`config.mk`:
```
export PLATFORM = sky130hd
export DESIGN_NAME = vx_ag_tcu_int_sched_flat
export DESIGN_NICKNAME = d
export VERILOG_FILES = /design/src/rtl/vx_ag_tcu_int_sched_if.sv /design/src/rtl/vx_ag_tcu_int_sched.sv /design/src/flat_wrapper.sv
export SDC_FILE = /design/constraint.sdc
export NUM_CORES = 1
export LEC_CHECK = 0
export CAP_MARGIN = 40
export CORE_AREA = 2 2 247 249
export CTS_BUF_LIST = sky130_fd_sc_hd__clkbuf_2
export CTS_CLUSTER_DIAMETER = 120
export DETAILED_ROUTE_END_ITERATION = 6
export DIE_AREA = 0 0 249 251
export PLACE_DENSITY = 0.51
export RECOVER_POWER = 100
export SLEW_MARGIN = 20
export SYNTH_ARGS = -nofsm -noshare
export SYNTH_HDL_FRONTEND = slang
export SYNTH_SLANG_ARGS = --single-unit
```
`constraint.sdc`:
```
create_clock -name clk -period 2.6 [get_ports clk]
set_input_delay 0.52 -clock clk [delete_from_list [all_inputs] [get_ports clk]]
set_output_delay 0.52 -clock clk [all_outputs]
set_load 0.02 [all_outputs]
```
`src/rtl/vx_ag_tcu_int_sched_if.sv`:
```
// Bundle of handshake and data signals between the integer FEDP issue scheduler
// and its environment (command source, operand fetcher, FEDP pipeline, result sink).
//   req_*   : tile command (format, K-step count)
//   op_*    : operand beat request/consume and operand rows/columns
//   fedp_*  : FEDP pipeline control, operands, accumulator in and result back
//   out_*   : final accumulator stream
// Modports: master = environment side, slave = scheduler side.
interface vx_ag_tcu_int_sched_if #(
    parameter int unsigned N    = 4,
    parameter int unsigned NACC = 4,
    parameter int unsigned KW   = 8
);
    localparam int unsigned AW = (NACC > 1) ? $clog2(NACC) : 1;

    logic              req_valid;
    logic              req_ready;
    logic [2:0]        req_fmt;
    logic [KW-1:0]     req_ksteps;

    logic [AW-1:0]     op_acc;
    logic [KW-1:0]     op_k;
    logic              op_valid;
    logic              op_ready;
    logic [N*32-1:0]   op_a;
    logic [N*32-1:0]   op_b;

    logic              fedp_enable;
    logic [2:0]        fedp_fmt_s;
    logic [N*32-1:0]   fedp_a_row;
    logic [N*32-1:0]   fedp_b_col;
    logic [31:0]       fedp_c_val;
    logic [31:0]       fedp_d_val;

    logic              out_valid;
    logic              out_ready;
    logic [AW-1:0]     out_idx;
    logic [31:0]       out_data;

    modport master (
        output req_valid, req_fmt, req_ksteps, op_valid, op_a, op_b, fedp_d_val, out_ready,
        input  req_ready, op_acc, op_k, op_ready, fedp_enable, fedp_fmt_s, fedp_a_row,
               fedp_b_col, fedp_c_val, out_valid, out_idx, out_data
    );

    modport slave (
        input  req_valid, req_fmt, req_ksteps, op_valid, op_a, op_b, fedp_d_val, out_ready,
        output req_ready, op_acc, op_k, op_ready, fedp_enable, fedp_fmt_s, fedp_a_row,
               fedp_b_col, fedp_c_val, out_valid, out_idx, out_data
    );
endinterface

```
`src/rtl/vx_ag_tcu_int_sched.sv`:
```
// Issue scheduler for the integer fused dot-product (FEDP) unit of the AG tensor core.
// Accepts one tile command, issues operand beats in k-major / accumulator round-robin
// order, interleaving NACC accumulators through the fixed-latency FEDP pipeline. A
// per-accumulator pending bit blocks read-after-write hazards; a LATENCY-deep tracking
// shift register marks which FEDP stages carry live work and steers the writeback.
// Ports:
//   clk      : clock
//   reset_n  : asynchronous active-low reset
//   bus      : scheduler side (slave modport) of vx_ag_tcu_int_sched_if
module vx_ag_tcu_int_sched #(
    parameter int unsigned N       = 4,
    parameter int unsigned LATENCY = 5,
    parameter int unsigned NACC    = 4,
    parameter int unsigned KW      = 8
) (
    input  logic                        clk,
    input  logic                        reset_n,
    vx_ag_tcu_int_sched_if.slave        bus
);
    localparam int unsigned AW = (NACC > 1) ? $clog2(NACC) : 1;

    typedef enum logic [1:0] {StIdle, StIssue, StDrain, StOut} state_e;

    state_e            state_q, state_d;
    logic [2:0]        fmt_q;
    logic [KW-1:0]     ksteps_q;
    logic [KW-1:0]     k_q;
    logic [AW-1:0]     j_q;
    logic [AW-1:0]     out_idx_q;
    logic [NACC-1:0]   pending_q;
    logic [31:0]       acc_q [NACC];
    logic [LATENCY-1:0] trk_vld_q;
    logic [AW-1:0]     trk_idx_q [LATENCY];

    logic              enable;
    logic              accept;
    logic              wb;
    logic [AW-1:0]     wb_idx;
    logic              hit;
    logic              fire;
    logic              last_j;
    logic              last_k;
    logic              out_beat;
    logic              out_last;
    logic [LATENCY-1:0] trk_vld_nxt;

    assign enable   = (state_q == StIssue) || (state_q == StDrain);
    assign accept   = (state_q == StIdle) && bus.req_valid;
    assign wb       = enable && trk_vld_q[LATENCY-1];
    assign wb_idx   = trk_idx_q[LATENCY-1];
    // Writeback to the wanted accumulator this cycle: its result is bypassed, so the
    // pending bit no longer blocks the issue.
    assign hit      = wb && (wb_idx == j_q);
    assign fire     = (state_q == StIssue) && bus.op_valid && (!pending_q[j_q] || hit);
    assign last_j   = (j_q == AW'(NACC - 1));
    assign last_k   = (k_q == ksteps_q - KW'(1));
    assign out_last = (out_idx_q == AW'(NACC - 1));
    assign out_beat = (state_q == StOut) && bus.out_ready;

    // Tracking register contents after this cycle's shift.
    always_comb begin
        trk_vld_nxt    = '0;
        trk_vld_nxt[0] = fire;
        for (int i = 1; i < LATENCY; i++) begin
            trk_vld_nxt[i] = trk_vld_q[i-1];
        end
    end

    always_comb begin
        state_d = state_q;
        case (state_q)
            StIdle:  if (bus.req_valid) state_d = StIssue;
            StIssue: if (fire && last_j && last_k) state_d = StDrain;
            // Leave once the last live stage is being written back this cycle.
            StDrain: if (trk_vld_nxt == '0) state_d = StOut;
            StOut:   if (bus.out_ready && out_last) state_d = StIdle;
            default: state_d = StIdle;
        endcase
    end

    always_ff @(posedge clk or negedge reset_n) begin
        if (!reset_n) begin
            state_q <= StIdle;
        end else begin
            state_q <= state_d;
        end
    end

    always_ff @(posedge clk or negedge reset_n) begin
        if (!reset_n) begin
            fmt_q     <= '0;
            ksteps_q  <= KW'(1);
            k_q       <= '0;
            j_q       <= '0;
            out_idx_q <= '0;
            pending_q <= '0;
            trk_vld_q <= '0;
            for (int i = 0; i < NACC; i++) acc_q[i] <= '0;
            for (int i = 0; i < LATENCY; i++) trk_idx_q[i] <= '0;
        end else begin
            if (enable) begin
                trk_vld_q    <= trk_vld_nxt;
                trk_idx_q[0] <= j_q;
                for (int i = 1; i < LATENCY; i++) trk_idx_q[i] <= trk_idx_q[i-1];
            end
            if (wb) begin
                acc_q[wb_idx]     <= bus.fedp_d_val;
                pending_q[wb_idx] <= 1'b0;
            end
            // Placed after the writeback so a same-cycle bypass re-arms the bit.
            if (fire) begin
                pending_q[j_q] <= 1'b1;
                if (last_j) begin
                    j_q <= '0;
                    k_q <= k_q + KW'(1);
                end else begin
                    j_q <= j_q + AW'(1);
                end
            end
            if (accept) begin
                fmt_q     <= bus.req_fmt;
                ksteps_q  <= (bus.req_ksteps == '0) ? KW'(1) : bus.req_ksteps;
                k_q       <= '0;
                j_q       <= '0;
                pending_q <= '0;
                trk_vld_q <= '0;
                for (int i = 0; i < NACC; i++) acc_q[i] <= '0;
            end
            if (out_beat) begin
                out_idx_q <= out_last ? '0 : out_idx_q + AW'(1);
            end
        end
    end

    assign bus.req_ready   = (state_q == StIdle);
    assign bus.op_acc      = j_q;
    assign bus.op_k        = k_q;
    assign bus.op_ready    = fire;
    assign bus.fedp_enable = enable;
    assign bus.fedp_fmt_s  = fmt_q;
    assign bus.fedp_a_row  = fire ? bus.op_a : {N*32{1'b0}};
    assign bus.fedp_b_col  = fire ? bus.op_b : {N*32{1'b0}};
    assign bus.fedp_c_val  = hit ? bus.fedp_d_val : acc_q[j_q];
    assign bus.out_valid   = (state_q == StOut);
    assign bus.out_idx     = out_idx_q;
    assign bus.out_data    = (state_q == StOut) ? acc_q[out_idx_q] : 32'd0;
endmodule

```
`src/flat_wrapper.sv`:
```
// flat-port wrapper written by rule: the top's interface ports become plain ports
module vx_ag_tcu_int_sched_flat 
#(
    parameter int unsigned N       = 4,
    parameter int unsigned LATENCY = 5,
    parameter int unsigned NACC    = 4,
    parameter int unsigned KW      = 8
)
  (clk, reset_n, bus_req_valid, bus_req_fmt, bus_req_ksteps, bus_op_valid, bus_op_a, bus_op_b, bus_fedp_d_val, bus_out_ready, bus_req_ready, bus_op_acc, bus_op_k, bus_op_ready, bus_fedp_enable, bus_fedp_fmt_s, bus_fedp_a_row, bus_fedp_b_col, bus_fedp_c_val, bus_out_valid, bus_out_idx, bus_out_data);
  vx_ag_tcu_int_sched_if #(.N(N), .NACC(NACC), .KW(KW)) bus_i ();
  input  logic clk;
  input  logic reset_n;
  input wire logic [$bits(bus_i.req_valid)-1:0] bus_req_valid;
  input wire logic [$bits(bus_i.req_fmt)-1:0] bus_req_fmt;
  input wire logic [$bits(bus_i.req_ksteps)-1:0] bus_req_ksteps;
  input wire logic [$bits(bus_i.op_valid)-1:0] bus_op_valid;
  input wire logic [$bits(bus_i.op_a)-1:0] bus_op_a;
  input wire logic [$bits(bus_i.op_b)-1:0] bus_op_b;
  input wire logic [$bits(bus_i.fedp_d_val)-1:0] bus_fedp_d_val;
  input wire logic [$bits(bus_i.out_ready)-1:0] bus_out_ready;
  output wire logic [$bits(bus_i.req_ready)-1:0] bus_req_ready;
  output wire logic [$bits(bus_i.op_acc)-1:0] bus_op_acc;
  output wire logic [$bits(bus_i.op_k)-1:0] bus_op_k;
  output wire logic [$bits(bus_i.op_ready)-1:0] bus_op_ready;
  output wire logic [$bits(bus_i.fedp_enable)-1:0] bus_fedp_enable;
  output wire logic [$bits(bus_i.fedp_fmt_s)-1:0] bus_fedp_fmt_s;
  output wire logic [$bits(bus_i.fedp_a_row)-1:0] bus_fedp_a_row;
  output wire logic [$bits(bus_i.fedp_b_col)-1:0] bus_fedp_b_col;
  output wire logic [$bits(bus_i.fedp_c_val)-1:0] bus_fedp_c_val;
  output wire logic [$bits(bus_i.out_valid)-1:0] bus_out_valid;
  output wire logic [$bits(bus_i.out_idx)-1:0] bus_out_idx;
  output wire logic [$bits(bus_i.out_data)-1:0] bus_out_data;
  assign bus_i.req_valid = bus_req_valid;
  assign bus_i.req_fmt = bus_req_fmt;
  assign bus_i.req_ksteps = bus_req_ksteps;
  assign bus_i.op_valid = bus_op_valid;
  assign bus_i.op_a = bus_op_a;
  assign bus_i.op_b = bus_op_b;
  assign bus_i.fedp_d_val = bus_fedp_d_val;
  assign bus_i.out_ready = bus_out_ready;
  assign bus_req_ready = bus_i.req_ready;
  assign bus_op_acc = bus_i.op_acc;
  assign bus_op_k = bus_i.op_k;
  assign bus_op_ready = bus_i.op_ready;
  assign bus_fedp_enable = bus_i.fedp_enable;
  assign bus_fedp_fmt_s = bus_i.fedp_fmt_s;
  assign bus_fedp_a_row = bus_i.fedp_a_row;
  assign bus_fedp_b_col = bus_i.fedp_b_col;
  assign bus_fedp_c_val = bus_i.fedp_c_val;
  assign bus_out_valid = bus_i.out_valid;
  assign bus_out_idx = bus_i.out_idx;
  assign bus_out_data = bus_i.out_data;
  vx_ag_tcu_int_sched #(.N(N), .LATENCY(LATENCY), .NACC(NACC), .KW(KW)) u_core (.clk(clk), .reset_n(reset_n), .bus(bus_i));
endmodule
```
## Yosys cells after proc, flatten, opt, wreduce, memory -nomap -nowiden

Index checks and enable logic that the tools add are counted.

- Register bits: 172
- Input port bits: 304
- Output and inout bits: 339
- Logic and storage cells: 109

- Add/sub/neg operators: 4
- Magnitude comparators: 8
- Equal/unequal tests: 11
- Multiplexer cells: 39
- Bitwise logic cells: 6
- Reductions and logical operators: 24

Operator list:

| kind | number |
|---|---|
| two-way mux 128 bit | 4 |
| two-way mux 32 bit | 7 |
| binary-select mux 32 bit (select 2 bit) | 2 |
| bitwise mux 128 bit | 1 |
| demux 32 bit (select 2 bit) | 1 |
| two-way mux 8 bit | 4 |
| two-way mux 2 bit | 8 |
| logical AND 1 bit | 12 |
| two-way mux 4 bit | 3 |
| two-way mux 5 bit | 2 |
| >= comparator 3 bit, second input constant | 3 |
| NOT 2 -> 3 bit | 3 |
| adder 8 x 1 -> 8 bit, second input constant | 1 |
| equality test 2 bit, second input constant | 4 |
| equality test 8 bit | 1 |
| logical NOT 8 bit | 1 |
| case mux 2 bit (4 select lines) | 1 |
| nonzero test 2 bit | 4 |
| subtractor 8 x 1 -> 8 bit, second input constant | 1 |
| < comparator 2 x 3 -> 1 bit, second input constant | 2 |
| != test 2 bit, second input constant | 3 |
| logical NOT 5 bit | 1 |
| adder 2 x 1 -> 2 bit, second input constant | 2 |
| AND 4 bit | 1 |
| other kinds (15) | 20 |

## Depth between registers and ports, before layout

Gate-level depths: netlist of the first run.

- Depth in word-level cells: 10
- Gate-level depth with buffers: 10
- Mapped depth without buffers: 8

## Worst setup path after synthesis of the first run

No wires, ideal clock.

- Kind: reg2out
- Start point: reg u_core.state_q[0]
- End point: out bus_fedp_a_row[100]
- Data arrival time: 2.262 ns
- Data required time: 2.080 ns
- Slack: -0.182 ns
- Cell stages (with the launch flop): 10
- Buffers on the path: 3
- Path through: dfrtp_1 inv_1 ha_1 nand2_1 o31ai_1 and3_1 buf_4 clkbuf_1 clkbuf_1 and2_1

- Longest elaborated chain between the ends: 7
- Elaborated cells on any way between the ends: 9
- Those cells by class: eq/ne (2); mux (1); reduce/logical (6)

RTL lines:

| element | RTL line | text |
|---|---|---|
| start, declared | vx_ag_tcu_int_sched.sv:24 | `state_e state_q, state_d;` |
| start signal, assigned | vx_ag_tcu_int_sched.sv:83 | `state_q <= StIdle;` |
| start signal, assigned | vx_ag_tcu_int_sched.sv:85 | `state_q <= state_d;` |
| equality test 2 x 1 -> 1 bit or equality test 2 bit (tied branches) | vx_ag_tcu_int_sched.sv:47 | `assign enable = (state_q == StIssue) \|\| (state_q == StDrain);` |
| logical OR 1 bit * | vx_ag_tcu_int_sched.sv:47 |  |
| net bus_fedp_enable | flat_wrapper.sv:25 | `output wire logic [$bits(bus_i.fedp_enable)-1:0] bus_fedp_enable;` |
| logical AND 1 bit * | vx_ag_tcu_int_sched.sv:49 | `assign wb = enable && trk_vld_q[LATENCY-1];` |
| logical AND 1 bit * | vx_ag_tcu_int_sched.sv:53 | `assign hit = wb && (wb_idx == j_q);` |
| logical OR 1 bit * | vx_ag_tcu_int_sched.sv:54 | `assign fire = (state_q == StIssue) && bus.op_valid && (!pending_q[j_q] \|\| hit);` |
| logical AND 1 bit * | vx_ag_tcu_int_sched.sv:54 |  |
| two-way mux 128 bit * | vx_ag_tcu_int_sched.sv:141 | `assign bus.fedp_a_row = fire ? bus.op_a : {N*32{1'b0}};` |
| end, declared | flat_wrapper.sv:27 | `output wire logic [$bits(bus_i.fedp_a_row)-1:0] bus_fedp_a_row;` |

The timed path passes the listed nets; every way through them passes the cells marked *.

## Worst setup path in the final report of the first run

- Start point: reg u_core.pending_q[1]
- End point: out bus_fedp_b_col[45]

- Longest elaborated chain between the ends: 6

RTL lines:

| element | RTL line | text |
|---|---|---|
| start, declared | vx_ag_tcu_int_sched.sv:30 | `logic [NACC-1:0] pending_q;` |
| start signal, assigned | vx_ag_tcu_int_sched.sv:96 | `pending_q <= '0;` |
| start signal, assigned by index | vx_ag_tcu_int_sched.sv:108 | `pending_q[wb_idx] <= 1'b0;` |
| start signal, assigned by index | vx_ag_tcu_int_sched.sv:112 | `pending_q[j_q] <= 1'b1;` |
| binary-select mux 1 bit (select 2 bit) | vx_ag_tcu_int_sched.sv:54 |  |
| two-way mux 1 bit (implied by the code) | vx_ag_tcu_int_sched.sv:54 |  |
| logical NOT 1 bit | vx_ag_tcu_int_sched.sv:54 |  |
| logical OR 1 bit | vx_ag_tcu_int_sched.sv:54 |  |
| logical AND 1 bit | vx_ag_tcu_int_sched.sv:54 |  |
| two-way mux 128 bit | vx_ag_tcu_int_sched.sv:142 | `assign bus.fedp_b_col = fire ? bus.op_b : {N*32{1'b0}};` |
| end, declared | flat_wrapper.sv:28 | `output wire logic [$bits(bus_i.fedp_b_col)-1:0] bus_fedp_b_col;` |

Every way passes these cells. The select of a mux whose other input is x is not followed.

==> results.py, run 1 <==
metrics = {
    "outcome": {
        "outcome": "finished with violations",
        "violations": "max-capacitance violations, max-slew violations, negative setup slack",
    },
    "route": {
        "drc_errors": 0,
        "vias_per_cell": 4.58,
        "routed_wl_um": 75700,
        "ant_nets": 0,
        "dr.first_iter.drc_count": 911,
        "routedWlPerCell_um": 27.8,
        "firstDrtPassIters": 5,
        "vias": 12444,
    },
    "cts": {
        "cts_buffers": 17,
        "clkTransAtPathRegs_ns": 0.28,
        "clock_latency_ns": 0.84,
        "clock_path_buffers": 2,
        "cts.sinks": 172,
        "root_buffer": "clkbuf_2",
        "cts_tree": "done",
        "htreeDepth": 4,
    },
    "timing": {
        "worst_pin_slew_ns": 2.54,
        "drv_slew": 38,
        "fin_worst_skew_ns": 0.0342,
        "post-route-period-util": 1.36,
        "hold_viol": 0,
        "setup_viol": 331,
        "timing.final.ws_setup_ns": -0.945,
        "slew-limit-headroom": -0.695,
        "rsz0062_at_grt": "true",
        "fmax_mhz": 282,
        "finalCriticalPeriod_ns": 3.54,
        "finalSetupTns_ns": -255.35,
        "holdWs_ns": 0.261,
    },
    "synth": {
        "ys_seq_area_frac": 0.389,
        "netlist_instances": 1200,
        "yosys.area.top_type": "dfrtp_1",
        "synth_edf_count": 0,
        "yosysMostFrequentCell": "and2_1",
        "synth_area_leaders": "dfrtp_1, and2_1, mux4_2, nand2_1, a21oi_1",
        "synth_ff_type": "dfrtp_1",
        "synthTopCellsByCount": "and2_1, nand2_1, dfrtp_1, a21oi_1, clkbuf_1",
        "synth_seq_cells": 172,
        "syn_area_um2": 11100,
        "ys_warn_count": 0,
        "synth_cell_type_count": 41,
        "avgSynthCellArea_um2": 9.22,
        "synth_async_sr_flop_share": 1.00,
        "yosysTopAreaCellShare": 0.387,
        "syn_nets": 1515,
    },
    "power_and_ir_drop": {
        "intPower_w": 0.00927,
        "leakage_nw": 9.31,
        "combPwrFrac": 0.670,
        "clkPwrFrac": 0.098,
        "powerDensity_nw_per_um2": 737,
        "switchingPower_w": 0.00654,
        "seq_power_share": 0.233,
        "peakVddDrop_mv": 0.447,
        "swShare": 0.414,
        "p_total_w": 0.0158,
    },
    "global_routing": {
        "grt_pass1_vias": 11984,
        "track_usage": 0.217,
        "grt-ovfl-total": 0,
        "grt_max_degree": 86,
        "grt_pass1_wl_um": 95400,
        "antenna_found_initial": 46,
    },
    "min_path": {
        "min_from": "bus_req_fmt[2]",
        "worstHoldPathType": "in2reg",
    },
    "worst_setup_path": {
        "timing.rr.start": "u_core.pending_q[1]",
        "cp-start-kind": "flop",
        "crit_fanout": 7,
        "path_delay_family": "buffers and inverters",
        "arrival_ns": 3.02,
        "crit_type": "reg2out",
        "path_buf_inv": 6,
        "path_cells": "mux4_2 -> o31ai_2 -> and3_4 -> buf_12 -> buf_12 -> clkbuf_16 -> buf_12 -> buf_6 -> and2_4 -> buf_6",
        "cp_slowest_cell": "mux4_2",
        "slowest_delay_ns": 0.48,
        "cpMostUsedCell": "buf_12",
        "worst_ep_required_time_ns": 2.08,
        "cp-startpoint": "u_core.pending_q[1]",
        "end_kind": "primary output",
    },
    "cells_and_area": {
        "utilization": 0.359,
        "drive_gt1_frac": 0.420,
        "area_delta_synth_final_pct": 94.0,
        "nets": 2233,
        "fillers": 6082,
    },
    "floorplanning": {
        "die_x_um": 249,
        "start_util": 0.185,
        "die_h_um": 251,
        "design.die.area_um2": 62500,
        "pin_count": 643,
        "coreArea_um2": 59800,
        "fp-row-count": 90,
    },
    "placed_design": {
        "pre_cts_ws_ns": -0.390,
        "routabilityCongestion": 0.888,
        "io_buffers": 642,
        "dp_hpwl_um": 57200,
    },
    "run": {
        "maxCapViolations": 1,
    },
}
worst reg2reg max path, cell delays in order, from the launching register on:
cell and delay, ns:
dfrtp_1 0.46, mux4_2 0.48, o31ai_2 0.08, and3_4 0.26, buf_4 0.13, buf_6 0.12, clkbuf_16 0.17, buf_12 0.11
buf_4 0.10, nand2_2 0.05, o41a_1 0.48, mux2_1 0.32
kinds of logic (layout without fill, tap and decap cells):
group / Yosys count / count (layout) / synth area share
xor+xnor: 20 / 20 / 0.0158
mux: 126 / 126 / 0.193
fa+ha+maj: 11 / 11 / 0.0124
buf+inv: 108 / 838 / 0.0375
flops: 172 / 172 / 0.389
compound gates: 148 / 148 / 0.0695
other cells: 0 / 8 / 0
simple gates: 615 / 615 / 0.282
sequential cells by signal, indices dropped and copies added (netlist names):
signal and cells:
u_core.acc_q 128, u_core.bus.fedp_fmt_s 3, u_core.bus.op_acc 2, u_core.bus.op_k 8, u_core.bus.out_idx 2, u_core.ksteps_q 8
u_core.pending_q 4, u_core.state_q 2, u_core.trk_idx_q 8, u_core.trk_vld_q 5, u_core.wb_idx 2
path summary, 6_finish.rpt:
| path | endpoint | slack, ns | cells past startpoint |
|---|---|---|---|
| setup / recovery | bus_fedp_b_col[45] | -0.94 | 10 |
| hold / removal | u_core.bus.fedp_fmt_s[2] | 0.26 | 2 |
| setup reg to reg | u_core.state_q[1] | -0.26 | 11 |
| hold reg to reg | u_core.trk_idx_q[5] | 0.52 | 1 |
| max in group asynchronous | u_core.bus.op_acc[1] | 0.02 | 2 |
| min in group asynchronous | u_core.bus.fedp_fmt_s[0] | 0.96 | 2 |
routing by layer:
layer | up-vias | wire [um] | global-route usage | share of wire
met1 | 6161 | 28700 | 0.255 | 0.38
met3 | 143 | 7470 | 0.0942 | 0.099
met2 | 677 | 37300 | 0.365 | 0.49
met5 | - | 184 | 0 | 0.0024
met4 | 30 | 2020 | 0.0499 | 0.027
li1 | 5433 | - | - | -
cell usage in the layout, fill, tap and decap left out, drive strengths merged, types with 3 or more instances in the layout:
master / Yosys / final
inv: 8 / 9
diode: 0 / 8
xor2: 10 / 10
and2: 292 / 292
nand4: 5 / 5
ha: 11 / 11
mux2i: 9 / 9
nor2: 24 / 24
nand2b: 3 / 3
clkbuf: 85 / 54
bufinv: 0 / 3
a22oi: 3 / 3
nor3: 7 / 7
buf: 15 / 420
dfrtp: 171 / 171
nand2: 268 / 268
xnor2: 10 / 10
nand3: 4 / 4
clkinv: 0 / 7
mux2: 52 / 52
mux4: 65 / 65
a21oi: 132 / 132
clkdlybuf4s50: 0 / 342
o21ai: 6 / 6
and3: 3 / 3
stage by stage:
step / instance area, um^2 / std cells
after floorplan: 11100 / 1200
after global placement: 19400 / 2595
after detailed placement: 19400 / 2595
after CTS: 19700 / 2638
after global routing: 21500 / 2718
final: 21500 / 2720
area by class of cell:
type,instances,area [um^2],area share
Sequential cell,172,4310,0.201
Timing Repair Buffer,799,8970,0.418
Antenna cell,8,20.0,0.000932
Tap cell,782,978,0.0456
Inverter,8,30.0,0.00140
Clock inverter,13,150,0.00699
Multi-Input combinational cell,920,6920,0.323
Clock buffer,18,90.1,0.00420
power by group through the flow:
stage	combinational, W	clock [W]	sequential [W]
floorplan	0.00441	0	0.00366
global placement	0.00861	0	0.00368
detailed placement	0.00867	0	0.00372
CTS	0.00860	0.00160	0.00367
global route	0.0111	0.00170	0.00375
finish	0.0106	0.00154	0.00368
timing repair:
item | 4_1_cts | 5_1_grt
hold buffers | 1 | 0
gates resized for setup | 508 | 929
gates cloned | 2 | 30
endpoints found under the hold margin | 172 | 0
setup endpoints to repair | 336 | 337
setup buffers | 9 | 46
pin swaps | 1 | 47
Power figures use the tool's default switching activity.
==> run 2: changes to the inputs <==
--- a/config.mk
+++ b/config.mk
@@ -7,7 +7,6 @@
 export LEC_CHECK = 0
 export CAP_MARGIN = 40
 export CORE_AREA = 2 2 247 249
-export CTS_BUF_LIST = sky130_fd_sc_hd__clkbuf_2
 export CTS_CLUSTER_DIAMETER = 120
 export DETAILED_ROUTE_END_ITERATION = 6
 export DIE_AREA = 0 0 249 251
==> run 2 against run 1 <==
Compared with the run above: the run ends with negative setup slack left; sequential share of layout area rose by 1.4 points; utilization decreased by 2.4 points; largest power group unchanged; via count shrank 3.7%; largest cell class unchanged; cell area fell by 6.7%.
==> results.py, run 2 (same netlist as run 1, synthesis figures left out) <==
metrics = {
    "cts": {
        "cts_buffers": 17,
        "htreeDepth": 4,
        "clkTransAtPathRegs_ns": 0.07,
        "root_buffer": "clkbuf_16",
        "clock_latency_ns": 0.46,
        "clock_path_buffers": 2,
        "cts_tree": "done",
        "cts.sinks": 172,
    },
    "route": {
        "vias": 11988,
        "drc_errors": 0,
        "dr.max_layer_used": "met5",
        "dr.first_iter.drc_count": 883,
        "met2WireLength_um": 34300,
        "routed_wl_um": 71500,
        "firstDrtPassIters": 5,
        "routedWlPerCell_um": 26.9,
        "met1_length_um": 27900,
        "vias_per_cell": 4.51,
        "ant_nets": 0,
        "route.met3.wl_um": 7330,
    },
    "cells_and_area": {
        "nets": 2170,
        "drive_gt1_frac": 0.317,
        "max_flop_register": "u_core.acc_q",
        "layout_commonest_cell": "clkdlybuf4s50_1",
        "fin_cells": 2657,
        "largest_reg_flops": 128,
        "layout_common_cells": "clkdlybuf4s50_1, nand2_1, and2_1, dfrtp_1",
        "area_delta_synth_final_pct": 81.0,
    },
    "global_routing": {
        "track_usage": 0.218,
        "antenna_found_initial": 48,
        "grt_pass1_wl_um": 95600,
        "grt_max_degree": 86,
        "grt-ovfl-total": 0,
        "grt_pass1_vias": 11984,
    },
    "worst_setup_path": {
        "crit_fanout": 16,
        "timing.rr.start": "u_core.ksteps_q[0]",
        "worst_ep_required_time_ns": 2.08,
        "cp-startpoint": "u_core.bus.op_acc[0]",
        "cp_slowest_cell": "mux4_2",
        "arrival_ns": 2.52,
        "end_kind": "primary output",
        "cpMostUsedCell": "buf_12",
        "crit_type": "reg2out",
        "path_cells": "mux4_2 -> o31ai_1 -> and3_4 -> buf_12 -> buf_16 -> clkbuf_16 -> and2_1 -> buf_12",
        "cp-start-kind": "flop",
        "slowest_delay_ns": 0.52,
    },
    "power_and_ir_drop": {
        "powerDensity_nw_per_um2": 766,
        "swShare": 0.403,
        "switchingPower_w": 0.00618,
        "seq_power_share": 0.240,
        "p_total_w": 0.0153,
        "leakage_nw": 8.74,
        "intPower_w": 0.00916,
        "combPwrFrac": 0.579,
        "clkPwrFrac": 0.180,
        "peakVddDrop_mv": 0.599,
    },
    "run": {
        "maxCapViolations": 0,
    },
    "min_path": {
        "min_from": "u_core.bus.fedp_fmt_s[1]",
        "worstHoldPathType": "reg2reg",
    },
    "timing": {
        "fmax_mhz": 329,
        "fin_worst_skew_ns": 0.0161,
        "timing.final.ws_setup_ns": -0.439,
        "hold_viol": 0,
        "worst_pin_slew_ns": 1.13,
        "post-route-period-util": 1.17,
        "setup_viol": 322,
        "drv_slew": 0,
        "slew-limit-headroom": 0.246,
        "finalSetupTns_ns": -102.09,
        "rsz0062_at_grt": "true",
        "finalCriticalPeriod_ns": 3.04,
    },
    "outcome": {
        "violations": "negative setup slack",
        "outcome": "finished with violations",
    },
    "floorplanning": {
        "die_x_um": 249,
        "coreArea_um2": 59800,
        "design.die.area_um2": 62500,
        "die_h_um": 251,
        "start_util": 0.185,
        "pin_count": 643,
        "fp-row-count": 90,
    },
    "placed_design": {
        "io_buffers": 642,
        "routabilityCongestion": 0.888,
        "dp_hpwl_um": 57200,
        "place_inst": 2595,
    },
}
[run 2: critical path: cells and delay by family (launching register included)]
kind                   cells  cell delay, ns
AO/OA/AOI/OAI              1            0.08
buffers and inverters      4            0.63
flip-flops                 1            0.38
multiplexers               1            0.52
AND/OR/NAND/NOR            2            0.43
[run 2: area by class of cell]
class                           instances  area [um^2]
Clock inverter                          8          131
Clock buffer                           23          498
Antenna cell                            8         20.0
Timing Repair Buffer                  736         7500
Multi-Input combinational cell        920         6550
Sequential cell                       172         4310
Fill cell                            6173        39800
Tap cell                              782          978
Inverter                                8         30.0
[run 2: metrics by stage]
| stage | worst slack [ns] | hold slack, ns | instance area, um^2 | utilization |
|---|---|---|---|---|
| 5_1_grt | -0.529 | 0.519 | 20000 | 0.335 |
| 6_report | -0.439 | 0.502 | 20000 | 0.335 |
| 3_3_place_gp | -0.417 | 0.465 | 19400 | 0.324 |
| 3_5_place_dp | -0.390 | 0.470 | 19400 | 0.324 |
| 2_1_floorplan | -0.0516 | 0.224 | 11100 | - |
| 4_1_cts | -0.507 | 0.505 | 20100 | 0.336 |
[run 2: worst paths after layout]
| kind | to | cells past startpoint | slack, ns |
|---|---|---|---|
| max | bus_fedp_b_col[92] | 8 | -0.44 |
| min | u_core.bus.fedp_fmt_s[1] | 1 | 0.50 |
| max reg2reg | u_core.state_q[1] | 8 | 0.09 |
| min reg2reg | u_core.bus.fedp_fmt_s[1] | 1 | 0.50 |
| max in group asynchronous | u_core.acc_q[119] | 3 | 0.30 |
| min in group asynchronous | u_core.bus.fedp_fmt_s[0] | 2 | 0.80 |
[run 2: timing repair]
action                     CTS  global route
setup endpoints to repair  322           323
buffers inserted             9             3
resized for setup          498           365
hold endpoints to repair     9             0
gates cloned                 2            10
hold buffers                 1             0
pin swaps                    2            10
[run 2: metal layers]
metal,vias up,global-route usage
li1,5313,-
met1,5896,0.259
met2,640,0.364
met3,113,0.0887
met4,26,0.0563
met5,-,0
[run 2: power groups by stage]
stage	Combinational [W]	Clock (W)	Sequential, W
final	0.00888	0.00277	0.00368
after CTS	0.00860	0.00284	0.00367
after global placement	0.00861	0	0.00368
after global routing	0.00944	0.00293	0.00376
after floorplan	0.00441	0	0.00366
after detailed placement	0.00867	0	0.00372
==> run 3: changes to the inputs <==
--- a/config.mk
+++ b/config.mk
@@ -8,6 +8,7 @@
 export CAP_MARGIN = 40
 export CORE_AREA = 2 2 247 249
 export CTS_CLUSTER_DIAMETER = 120
+export CTS_CLUSTER_SIZE = 40
 export DETAILED_ROUTE_END_ITERATION = 6
 export DIE_AREA = 0 0 249 251
 export PLACE_DENSITY = 0.51
==> results of run 3 <==
Final layout, timing and power as in run 2 (identical DEF).
